$ cat src/rtl/gate_tt_pkg.sv
// rtl/gate_tt_pkg.sv - shared types and constants for the gate truth-table sequencer
//
// Contents:
//   seq_state_t      FSM state encoding (IDLE, APPLY, SETTLE, CHECK, DONE)
//   GATE_*           gate identifiers used on gate_sel
//   NVEC_*           number of vectors per gate, TOTAL_VEC per sweep
//   last_vec()       index of the final vector for a given gate

package gate_tt_pkg;

    typedef enum logic [2:0] {
        ST_IDLE   = 3'd0,
        ST_APPLY  = 3'd1,
        ST_SETTLE = 3'd2,
        ST_CHECK  = 3'd3,
        ST_DONE   = 3'd4
    } seq_state_t;

    localparam logic [1:0] GATE_BUF  = 2'd0;
    localparam logic [1:0] GATE_XNOR = 2'd1;
    localparam logic [1:0] GATE_NAND = 2'd2;

    localparam int NVEC_BUF  = 2;
    localparam int NVEC_2IN  = 4;
    localparam int TOTAL_VEC = NVEC_BUF + 2 * NVEC_2IN;

    function automatic logic [1:0] last_vec(input logic [1:0] gate);
        if (gate == GATE_BUF) begin
            return 2'(NVEC_BUF - 1);
        end
        return 2'(NVEC_2IN - 1);
    endfunction

endpackage

$ cat src/rtl/gate_tt_sequencer_if.sv
// rtl/gate_tt_sequencer_if.sv - stimulus/response bus between sequencer and gate exercise block
//
// Signals:
//   x1          buf input
//   x2, y2      xnor inputs A/B
//   x3, y3      nand inputs A/B
//   z1, z2, z3  buf / xnor / nand outputs
// Modports:
//   master  sequencer side (drives x*, y*; reads z*)
//   slave   exercise block side (reads x*, y*; drives z*)

interface gate_tt_sequencer_if;

    logic x1;
    logic x2;
    logic y2;
    logic x3;
    logic y3;
    logic z1;
    logic z2;
    logic z3;

    modport master (
        output x1, x2, y2, x3, y3,
        input  z1, z2, z3
    );

    modport slave (
        input  x1, x2, y2, x3, y3,
        output z1, z2, z3
    );

endinterface

$ cat src/rtl/gate_tt_ref_model.sv
// rtl/gate_tt_ref_model.sv - combinational expected-output model of the three exercised gates
//
// Ports:
//   gate_sel  in  2  gate id (GATE_BUF / GATE_XNOR / GATE_NAND)
//   x         in  1  first gate input (only input for buf)
//   y         in  1  second gate input (ignored for buf)
//   exp_z     out 1  expected gate output; 0 for an unused gate id

module gate_tt_ref_model
    import gate_tt_pkg::*;
(
    input  logic [1:0] gate_sel,
    input  logic       x,
    input  logic       y,
    output logic       exp_z
);

    always_comb begin
        exp_z = 1'b0;
        case (gate_sel)
            GATE_BUF:  exp_z = x;
            GATE_XNOR: exp_z = ~(x ^ y);
            GATE_NAND: exp_z = ~(x & y);
            default:   exp_z = 1'b0;
        endcase
    end

endmodule

$ cat src/rtl/gate_tt_sequencer.sv
// rtl/gate_tt_sequencer.sv - clocked exhaustive truth-table sweep of the buf/xnor/nand exercise block
//
// Parameters:
//   SETTLE_CYC  cycles between applying a vector and sampling (0 behaves as 1)
//   ERR_W       width of err_cnt
// Ports:
//   clk           in   1      rising-edge clock
//   rst           in   1      asynchronous active-high reset
//   start         in   1      single-cycle sweep request, honoured only in IDLE
//   gio           master     stimulus x*/y* out, gate responses z* in
//   busy          out  1      sweep in progress (any state but IDLE)
//   gate_sel      out  2      gate under test
//   vec_idx       out  2      vector index within the gate
//   sample_valid  out  1      CHECK cycle marker
//   done          out  1      one-cycle end-of-sweep pulse
//   pass          out  1      no mismatches in the last completed sweep
//   err_cnt       out  ERR_W  saturating mismatch count

module gate_tt_sequencer
    import gate_tt_pkg::*;
#(
    parameter int SETTLE_CYC = 2,
    parameter int ERR_W      = 4
) (
    input  logic                 clk,
    input  logic                 rst,
    input  logic                 start,
    gate_tt_sequencer_if.master  gio,
    output logic                 busy,
    output logic [1:0]           gate_sel,
    output logic [1:0]           vec_idx,
    output logic                 sample_valid,
    output logic                 done,
    output logic                 pass,
    output logic [ERR_W-1:0]     err_cnt
);

    localparam int SETTLE_EFF = (SETTLE_CYC < 1) ? 1 : SETTLE_CYC;
    // The counter is loaded with SETTLE_EFF-1 and SETTLE exits on zero,
    // so SETTLE lasts exactly SETTLE_EFF cycles.
    localparam int CNT_W = (SETTLE_EFF > 1) ? $clog2(SETTLE_EFF) : 1;
    localparam logic [CNT_W-1:0] CNT_LOAD = CNT_W'(SETTLE_EFF - 1);
    localparam logic [ERR_W-1:0] ERR_MAX  = '1;

    seq_state_t       state;
    seq_state_t       state_nxt;
    logic [CNT_W-1:0] settle_cnt;

    logic x1_q;
    logic x2_q;
    logic y2_q;
    logic x3_q;
    logic y3_q;

    logic cur_x;
    logic cur_y;
    logic cur_z;
    logic exp_z;
    logic mismatch;
    logic gate_last_vec;
    logic sweep_last_vec;

    assign gio.x1 = x1_q;
    assign gio.x2 = x2_q;
    assign gio.y2 = y2_q;
    assign gio.x3 = x3_q;
    assign gio.y3 = y3_q;

    // Route the inputs and output of the gate under test to the reference model.
    always_comb begin
        cur_x = 1'b0;
        cur_y = 1'b0;
        cur_z = 1'b0;
        case (gate_sel)
            GATE_BUF: begin
                cur_x = x1_q;
                cur_z = gio.z1;
            end
            GATE_XNOR: begin
                cur_x = x2_q;
                cur_y = y2_q;
                cur_z = gio.z2;
            end
            GATE_NAND: begin
                cur_x = x3_q;
                cur_y = y3_q;
                cur_z = gio.z3;
            end
            default: begin
                cur_x = 1'b0;
                cur_y = 1'b0;
                cur_z = 1'b0;
            end
        endcase
    end

    gate_tt_ref_model u_ref (
        .gate_sel (gate_sel),
        .x        (cur_x),
        .y        (cur_y),
        .exp_z    (exp_z)
    );

    assign mismatch       = (exp_z != cur_z);
    assign gate_last_vec  = (vec_idx == last_vec(gate_sel));
    assign sweep_last_vec = (gate_sel == GATE_NAND) && gate_last_vec;

    // State register
    always_ff @(posedge clk or posedge rst) begin
        if (rst) begin
            state <= ST_IDLE;
        end else begin
            state <= state_nxt;
        end
    end

    // Next-state logic
    always_comb begin
        state_nxt = state;
        case (state)
            ST_IDLE:   if (start) state_nxt = ST_APPLY;
            ST_APPLY:  state_nxt = ST_SETTLE;
            ST_SETTLE: if (settle_cnt == '0) state_nxt = ST_CHECK;
            ST_CHECK:  state_nxt = sweep_last_vec ? ST_DONE : ST_APPLY;
            ST_DONE:   state_nxt = ST_IDLE;
            default:   state_nxt = ST_IDLE;
        endcase
    end

    // Output decode
    always_comb begin
        busy         = (state != ST_IDLE);
        sample_valid = (state == ST_CHECK);
        done         = (state == ST_DONE);
    end

    // Datapath: stimulus, vector position, settle counter, error tally
    always_ff @(posedge clk or posedge rst) begin
        if (rst) begin
            x1_q       <= 1'b0;
            x2_q       <= 1'b0;
            y2_q       <= 1'b0;
            x3_q       <= 1'b0;
            y3_q       <= 1'b0;
            gate_sel   <= GATE_BUF;
            vec_idx    <= 2'd0;
            settle_cnt <= '0;
            err_cnt    <= '0;
            pass       <= 1'b0;
        end else begin
            case (state)
                ST_IDLE: begin
                    if (start) begin
                        err_cnt  <= '0;
                        pass     <= 1'b0;
                        gate_sel <= GATE_BUF;
                        vec_idx  <= 2'd0;
                    end
                end
                ST_APPLY: begin
                    // Only the gate under test sees a non-zero vector.
                    x1_q       <= (gate_sel == GATE_BUF)  ? vec_idx[0] : 1'b0;
                    x2_q       <= (gate_sel == GATE_XNOR) ? vec_idx[1] : 1'b0;
                    y2_q       <= (gate_sel == GATE_XNOR) ? vec_idx[0] : 1'b0;
                    x3_q       <= (gate_sel == GATE_NAND) ? vec_idx[1] : 1'b0;
                    y3_q       <= (gate_sel == GATE_NAND) ? vec_idx[0] : 1'b0;
                    settle_cnt <= CNT_LOAD;
                end
                ST_SETTLE: begin
                    if (settle_cnt != '0) begin
                        settle_cnt <= settle_cnt - 1'b1;
                    end
                end
                ST_CHECK: begin
                    if (mismatch && (err_cnt != ERR_MAX)) begin
                        err_cnt <= err_cnt + 1'b1;
                    end
                    if (!sweep_last_vec) begin
                        if (gate_last_vec) begin
                            vec_idx  <= 2'd0;
                            gate_sel <= gate_sel + 2'd1;
                        end else begin
                            vec_idx  <= vec_idx + 2'd1;
                        end
                    end
                end
                ST_DONE: begin
                    // err_cnt already carries the final CHECK's update here.
                    pass     <= (err_cnt == '0);
                    x1_q     <= 1'b0;
                    x2_q     <= 1'b0;
                    y2_q     <= 1'b0;
                    x3_q     <= 1'b0;
                    y3_q     <= 1'b0;
                    gate_sel <= GATE_BUF;
                    vec_idx  <= 2'd0;
                end
                default: begin
                    settle_cnt <= '0;
                end
            endcase
        end
    end

endmodule
$ cat src/flat_wrapper.sv
// flat-port wrapper written by rule: the top's interface ports become plain ports
module gate_tt_sequencer_flat import gate_tt_pkg::*;
#(
    parameter int SETTLE_CYC = 2,
    parameter int ERR_W      = 4
)
  (clk, rst, start, busy, gate_sel, vec_idx, sample_valid, done, pass, err_cnt, gio_x1, gio_x2, gio_y2, gio_x3, gio_y3, gio_z1, gio_z2, gio_z3);
  gate_tt_sequencer_if gio_i ();
  input  logic clk;
  input  logic rst;
  input  logic start;
  output logic busy;
  output logic [1:0] gate_sel;
  output logic [1:0] vec_idx;
  output logic sample_valid;
  output logic done;
  output logic pass;
  output logic [ERR_W-1:0] err_cnt;
  output wire logic [$bits(gio_i.x1)-1:0] gio_x1;
  output wire logic [$bits(gio_i.x2)-1:0] gio_x2;
  output wire logic [$bits(gio_i.y2)-1:0] gio_y2;
  output wire logic [$bits(gio_i.x3)-1:0] gio_x3;
  output wire logic [$bits(gio_i.y3)-1:0] gio_y3;
  input wire logic [$bits(gio_i.z1)-1:0] gio_z1;
  input wire logic [$bits(gio_i.z2)-1:0] gio_z2;
  input wire logic [$bits(gio_i.z3)-1:0] gio_z3;
  assign gio_x1 = gio_i.x1;
  assign gio_x2 = gio_i.x2;
  assign gio_y2 = gio_i.y2;
  assign gio_x3 = gio_i.x3;
  assign gio_y3 = gio_i.y3;
  assign gio_i.z1 = gio_z1;
  assign gio_i.z2 = gio_z2;
  assign gio_i.z3 = gio_z3;
  gate_tt_sequencer #(.SETTLE_CYC(SETTLE_CYC), .ERR_W(ERR_W)) u_core (.clk(clk), .rst(rst), .start(start), .gio(gio_i), .busy(busy), .gate_sel(gate_sel), .vec_idx(vec_idx), .sample_valid(sample_valid), .done(done), .pass(pass), .err_cnt(err_cnt));
endmodule
$ cat config.mk
export PLATFORM = sky130hd
export DESIGN_NAME = gate_tt_sequencer_flat
export DESIGN_NICKNAME = d
export VERILOG_FILES = /design/src/rtl/gate_tt_pkg.sv /design/src/rtl/gate_tt_sequencer_if.sv /design/src/rtl/gate_tt_ref_model.sv /design/src/rtl/gate_tt_sequencer.sv /design/src/flat_wrapper.sv
export SDC_FILE = /design/constraint.sdc
export NUM_CORES = 1
export LEC_CHECK = 0
export CAP_MARGIN = 0
export CORE_MARGIN = 1.5
export CORE_UTILIZATION = 40
export CTS_CLUSTER_DIAMETER = 100
export DETAILED_ROUTE_END_ITERATION = 10
export GPL_ROUTABILITY_DRIVEN = 0
export PLACE_DENSITY_LB_ADDON = 0.25
export SLEW_MARGIN = 20
export SYNTH_ARGS = -nofsm -noshare
export SYNTH_HDL_FRONTEND = slang
export SYNTH_SLANG_ARGS = --single-unit
$ cat constraint.sdc
create_clock -name clk -period 6.44 [get_ports clk]
set_clock_uncertainty 0.05 [all_clocks]
set_input_delay 1.288 -clock clk [delete_from_list [all_inputs] [get_ports clk]]
set_output_delay 1.288 -clock clk [all_outputs]
set_load 0.005 [all_outputs]
# [After elaboration in Yosys (flattened, before gate mapping)]
# Cells that the tools add are included.
[op_classes] add_sub_neg=4 n_eq_ne=14 n_mux=35 bitwise=4 n_reduce_logical=16
[ops] cell="$mux 2" count=7
[ops] cell="$pmux 1 s2" count=7
[ops] cell="$pmux 1 s3" count=4
[ops] cell="$pmux 2 s3" count=2
[ops] cell="$pmux 3 s4" count=1
[ops] cell="$mux 3" count=3
[ops] cell="$mux 1" count=8
[ops] cell="$mux 4" count=2
[ops] cell="$pmux 4 s2" count=1
[ops] cell="$eq 3x2->1 const B" count=2
[ops] cell="$ne 2x2->1 const B" count=3
[ops] cell="$reduce_and 3->1" count=2
[ops] cell="$reduce_bool 2->1" count=3
[ops] cell="$reduce_bool 3->1" count=2
[ops] cell="$add 2x1->2 const B" count=2
[ops] cell="$add 4x1->4 const B" count=1
[ops] cell="$logic_not 4->1" count=1
[ops] cell="$ne 2x1->1 const B" count=2
[ops] cell="$ne 4x4->1 const B" count=1
[ops] cell="$reduce_and 2->1" count=2
[ops] cell="$reduce_and 4->1" count=1
[ops] cell="$eq 3x1->1 const B" count=1
[ops] cell="$eq 3x3->1 const B" count=1
[ops] cell="$logic_not 3->1" count=1
[ops] cell="other kinds (11)" count=13
[word_totals] register_bits=18 inputBits=6 output_inout_bits=17

# [Longest topological paths before layout]
[logic_depth] ltp_word=9 depth_mapped=12 ltp_nobuf=11

# [By module]
# From an unflattened synthesis, not the netlist that was laid out.
[unflattened] hier_cells=115 hier_area_um2=1097.3
[by_module_without_submodules] mod="gate_tt_sequencer" n_inst=1 cells_per_inst=110 area_each_um2=1057.3 seq_area_each_um2=450.4
[by_module_without_submodules] mod="gate_tt_ref_model" n_inst=1 cells_per_inst=5 area_each_um2=40.0 seq_area_each_um2=0.0

# [Least setup slack after synthesis]
# Ideal clock, no wire load.
[synth_timing] path_kind="reg-to-reg" from="register u_core.gate_sel[0]" to="register u_core.err_cnt[3]" setup_ns=0.121 arrival_time_ns=2.504 required_time_ns=6.269 slack_ns=3.765 stages_incl_launch_ff=13 path_cell_list="dfrtp_1 -> inv_1 -> ha_1 -> buf_6 -> a22o_4 -> a21oi_1 -> nor2_1 -> ha_1 -> nor2b_1 -> a2111oi_4 -> mux2i_2 -> nor2_1 -> o22a_1"
[synth_between] elab_chain_cells=9 elab_cells_between_ends=15 classes_between="eq/ne: 4; mux: 4; bitwise: 4; reduce/logical: 3"
[synth_lines] element="start: declaration" line="gate_tt_sequencer.sv:30" source="output logic [1:0] gate_sel,"
[synth_lines] element="start signal: assignment" line="gate_tt_sequencer.sv:181" source="gate_sel <= gate_sel + 2'd1;"
[synth_lines] element="$eq 2x2->1, or another cell as far along" line="gate_tt_ref_model.sv:20, gate_tt_sequencer.sv:74"
[synth_lines] element="$pmux 1 s3 / $pmux 1 s2 (equally long branches)" line="gate_tt_sequencer.sv:74" source="case (gate_sel)"
[synth_lines] element="$and 1x1->1 / $xor 1x1->1 (equally long branches)" line="gate_tt_ref_model.sv:23, gate_tt_ref_model.sv:22"
[synth_lines] element="$not 1->1 (on tied branches)" line="gate_tt_ref_model.sv:23, gate_tt_ref_model.sv:22"
[synth_lines] element="$pmux 1 s3" line="gate_tt_ref_model.sv:20" source="case (gate_sel)"
[synth_lines] element="$ne 1x1->1 *" line="gate_tt_sequencer.sv:104" source="assign mismatch = (exp_z != cur_z);"
[synth_lines] element="$logic_and 1x1->1 *" line="gate_tt_sequencer.sv:175" source="if (mismatch && (err_cnt != ERR_MAX)) begin"
[synth_lines] element="$ne 2x1->1 (no source line) *"
[synth_lines] element="$reduce_and 3->1 (no source line) *"
[synth_lines] element="end signal: assignment" line="gate_tt_sequencer.sv:176" source="err_cnt <= err_cnt + 1'b1;"
[synth_lines] element="end: declaration" line="gate_tt_sequencer.sv:35" source="output logic [ERR_W-1:0] err_cnt"
# Mark *: on every way between the ends. The rest lies on a longest branch, timed or not.
# A chain may end at the register's enable or synchronous reset.

# [Worst setup path in the final report]
[layout_timing] from="register u_core.state[0]" to="output port sample_valid"
[layout_between] elab_chain_cells=1
[layout_lines] element="start: declaration" line="gate_tt_sequencer.sv:45" source="seq_state_t state;"
[layout_lines] element="start signal: assignment" line="gate_tt_sequencer.sv:113" source="state <= state_nxt;"
[layout_lines] element="$eq 3x2->1" line="gate_tt_sequencer.sv:133" source="sample_valid = (state == ST_CHECK);"
[layout_lines] element="end: declaration" line="flat_wrapper.sv:15" source="output logic sample_valid;"
# No other way between the ends.

==> qor.csv <==
metric,value,unit
outcome,"finished, final reports clean",
Ys Warns,0,
Peak Freq,300,MHz
Total Routed Length,2440,um
vias per inst,5.67,
critical path type,reg2out,
share of cells above drive strength 1,5.07,%
Rows,18,
Peak VDD IR,0.000223,V
post-route ant nets,0,
Remaining DRCs,0,
Syn Std Cell Area,1120,um^2
maximum clock insertion buffer count,2,
worst-margin pin slew,727,ps
Antenna Cells,0,
Seq cells post-synth,18,
ys async rst share,100,%
Post-CTS Setup Bufs,0,
drt wl/cell,14.5,um
Leak,0.609,nW
Setup crit end,sample_valid,
Global Route Usage Sum,17.2,%
post-route setup TNS,0,ps
Die X-Extent,55.9,um
Slew HR,51.5,%
Sink Count,18,
startpoint types,register,
register area share after synthesis,40.3,%
Clock Pin Slew Worst Setup and Hold Paths,90,ps
total number of vias,952,
grt total ovfl,0,
Worst Path Required,5100,ps
number of port buffers,22,
I/O pin count,23,
Initial Util,43.6,%
Worst Hold Class,reg2reg,
worst reg2reg path endpoint,u_core.err_cnt[3],
die area,3120,um^2
TritonCTS Buffers,3,
DR iter-0 viols,29,
Pins Over Slew Limit,0,
P per Cell Area,391,nW/um^2
Syn Area/Cell,9.56,um^2
Reg-to-Reg Start,u_core.gate_sel[0],
Hold Fails Final Rpt,0,
first-pass GRT wire length,4150,um
Critical Path Sink Type,output port,
worst skew pair latency,300,ps
Area Growth Syn to Fin,23.0,%
"EDFF count, synth",0,
syn nets,130,
Post-CTS Hold Buffers,0,
Final setup viols,0,
detailed placement HPWL,1810,um
total chip power,538,uW
reg2reg setup slack,3520,ps
Post-Synthesis Cells,117,
H-tree depth,1,
post-cts sizing count,0,
WP data arrival,2000,ps
Die H,55.9,um
final cycle utilization of the critical path,51.8,%
# nets final,153,
RSZ-0062 raised after global routing,false,
worst reg-to-reg path cell count,11,
core area,2570,um^2
largest net degree at the start of global routing,19,
Critical Path Start,u_core.state[0],
crit path max fanout,13,
number of global-route vias before repair,913,
maxcap violations,0,
Min Hold Slack,455,ps
initial antenna violation count,0,
ys flop type,dfrtp_1,
Yosys cell types,35,
DR pass1 iterations,4,
Clk Tree Root Cell,clkbuf_4,
Final min period,3340,ps
TritonCTS clock tree,done,
==> critical path, cell delays in order, from the launching register on <==
cell	delay (ps)
dfrtp_1	600
nor2b_1	260
nand2_1	150
inv_1	160
clkdlybuf4s50_1	530
==> power breakdown <==
group | total [mW] | internal (mW) | switching (mW)
combinational | 0.286 | 0.150 | 0.136
clock | 0.0554 | 0.0218 | 0.0335
sequential | 0.197 | 0.146 | 0.0516
==> layer usage <==
layer / track usage (%) / share of wire, % / up-vias / wire [um]
li1: - / - / 459 / -
met1: 22.2 / 47 / 463 / 1150
met2: 26.5 / 46 / 23 / 1130
met3: 5.12 / 4.3 / 7 / 106
met4: 7.82 / 2.4 / 0 / 58
met5: 0 / 0 / - / 0
==> worst min-delay path by stage <==
stage	cells past startpoint	slack, ps	start	to
floorplan	2	400	u_core.settle_cnt	u_core.settle_cnt
global placement	2	410	u_core.settle_cnt	u_core.settle_cnt
detailed placement	2	440	u_core.settle_cnt	u_core.settle_cnt
CTS	2	460	u_core.settle_cnt	u_core.settle_cnt
global route	2	470	u_core.settle_cnt	u_core.settle_cnt
finish	2	450	u_core.settle_cnt	u_core.settle_cnt
==> stage by stage <==
stage	area [um^2]	util (%)	std cells	setup WS [ps]
4_1_cts	1380	53.6	168	3080
5_1_grt	1380	53.6	168	2920
2_1_floorplan	1120	-	117	3770
6_report	1380	53.6	168	3100
3_3_place_gp	1350	52.7	165	3380
3_5_place_dp	1350	52.7	165	3300
==> cell type report <==
cell class	instances	area (um^2)
inverter	9	33.8
multi-input combinational	86	612
clock buffer	3	22.5
tap	30	37.5
sequential	18	450
fill	253	1190
timing repair buffer	22	220
==> cell families (layout without fill, tap and decap cells) <==
logic type                 Yosys count  count (layout)  synth area share (%)
AOI/OAI and AO/OA                   30              30                  22.8
xor gates and xnor gates             3               3                  2.35
adders and majority gates            7               7                  7.83
buffers and inverters               13              34                  5.03
DFF                                 18              18                  40.3
muxes                                1               1                  1.23
and+or+nand+nor                     45              45                  20.5
==> layout by cell type, fill, tap and decap left out, types with 3 or more instances in the layout <==
cell type,Yosys,routed
o21ai_0,6,6
nor2b_1,6,6
a21oi_1,3,3
dfrtp_1,18,18
nand2_1,12,12
clkdlybuf4s50_1,0,22
ha_1,7,7
nand3_1,6,6
a22o_1,8,8
clkbuf_4,0,3
inv_1,9,9
nor2_1,11,11
==> state kept, by name, summed over array words and instances, names as in the netlist <==
register	flops
u_core.pass	1
u_core.state	3
u_core.gio.x1	1
u_core.gio.y3	1
u_core.err_cnt	4
u_core.gio.y2	1
u_core.gio.x3	1
u_core.gio.x2	1
u_core.gate_sel	2
u_core.vec_idx	2
u_core.settle_cnt	1
==> synth_stat cells (2+ instances only) <==
library cell  count  area [um^2]
dfrtp_1          18          450
nand2_1          12         45.0
nor2_1           11         41.3
inv_1             9         33.8
a22o_1            8         70.1
ha_1              7         87.6
nand3_1           6         30.0
nor2b_1           6         37.5
o21ai_0           6         30.0
a21oi_1           3         15.0
clkbuf_1          3         11.3
a32o_1            2         20.0
and3b_1           2         17.5
o22a_1            2         17.5
xnor2_1           2         17.5
No activity file was read; power rests on OpenSTA's default activity.
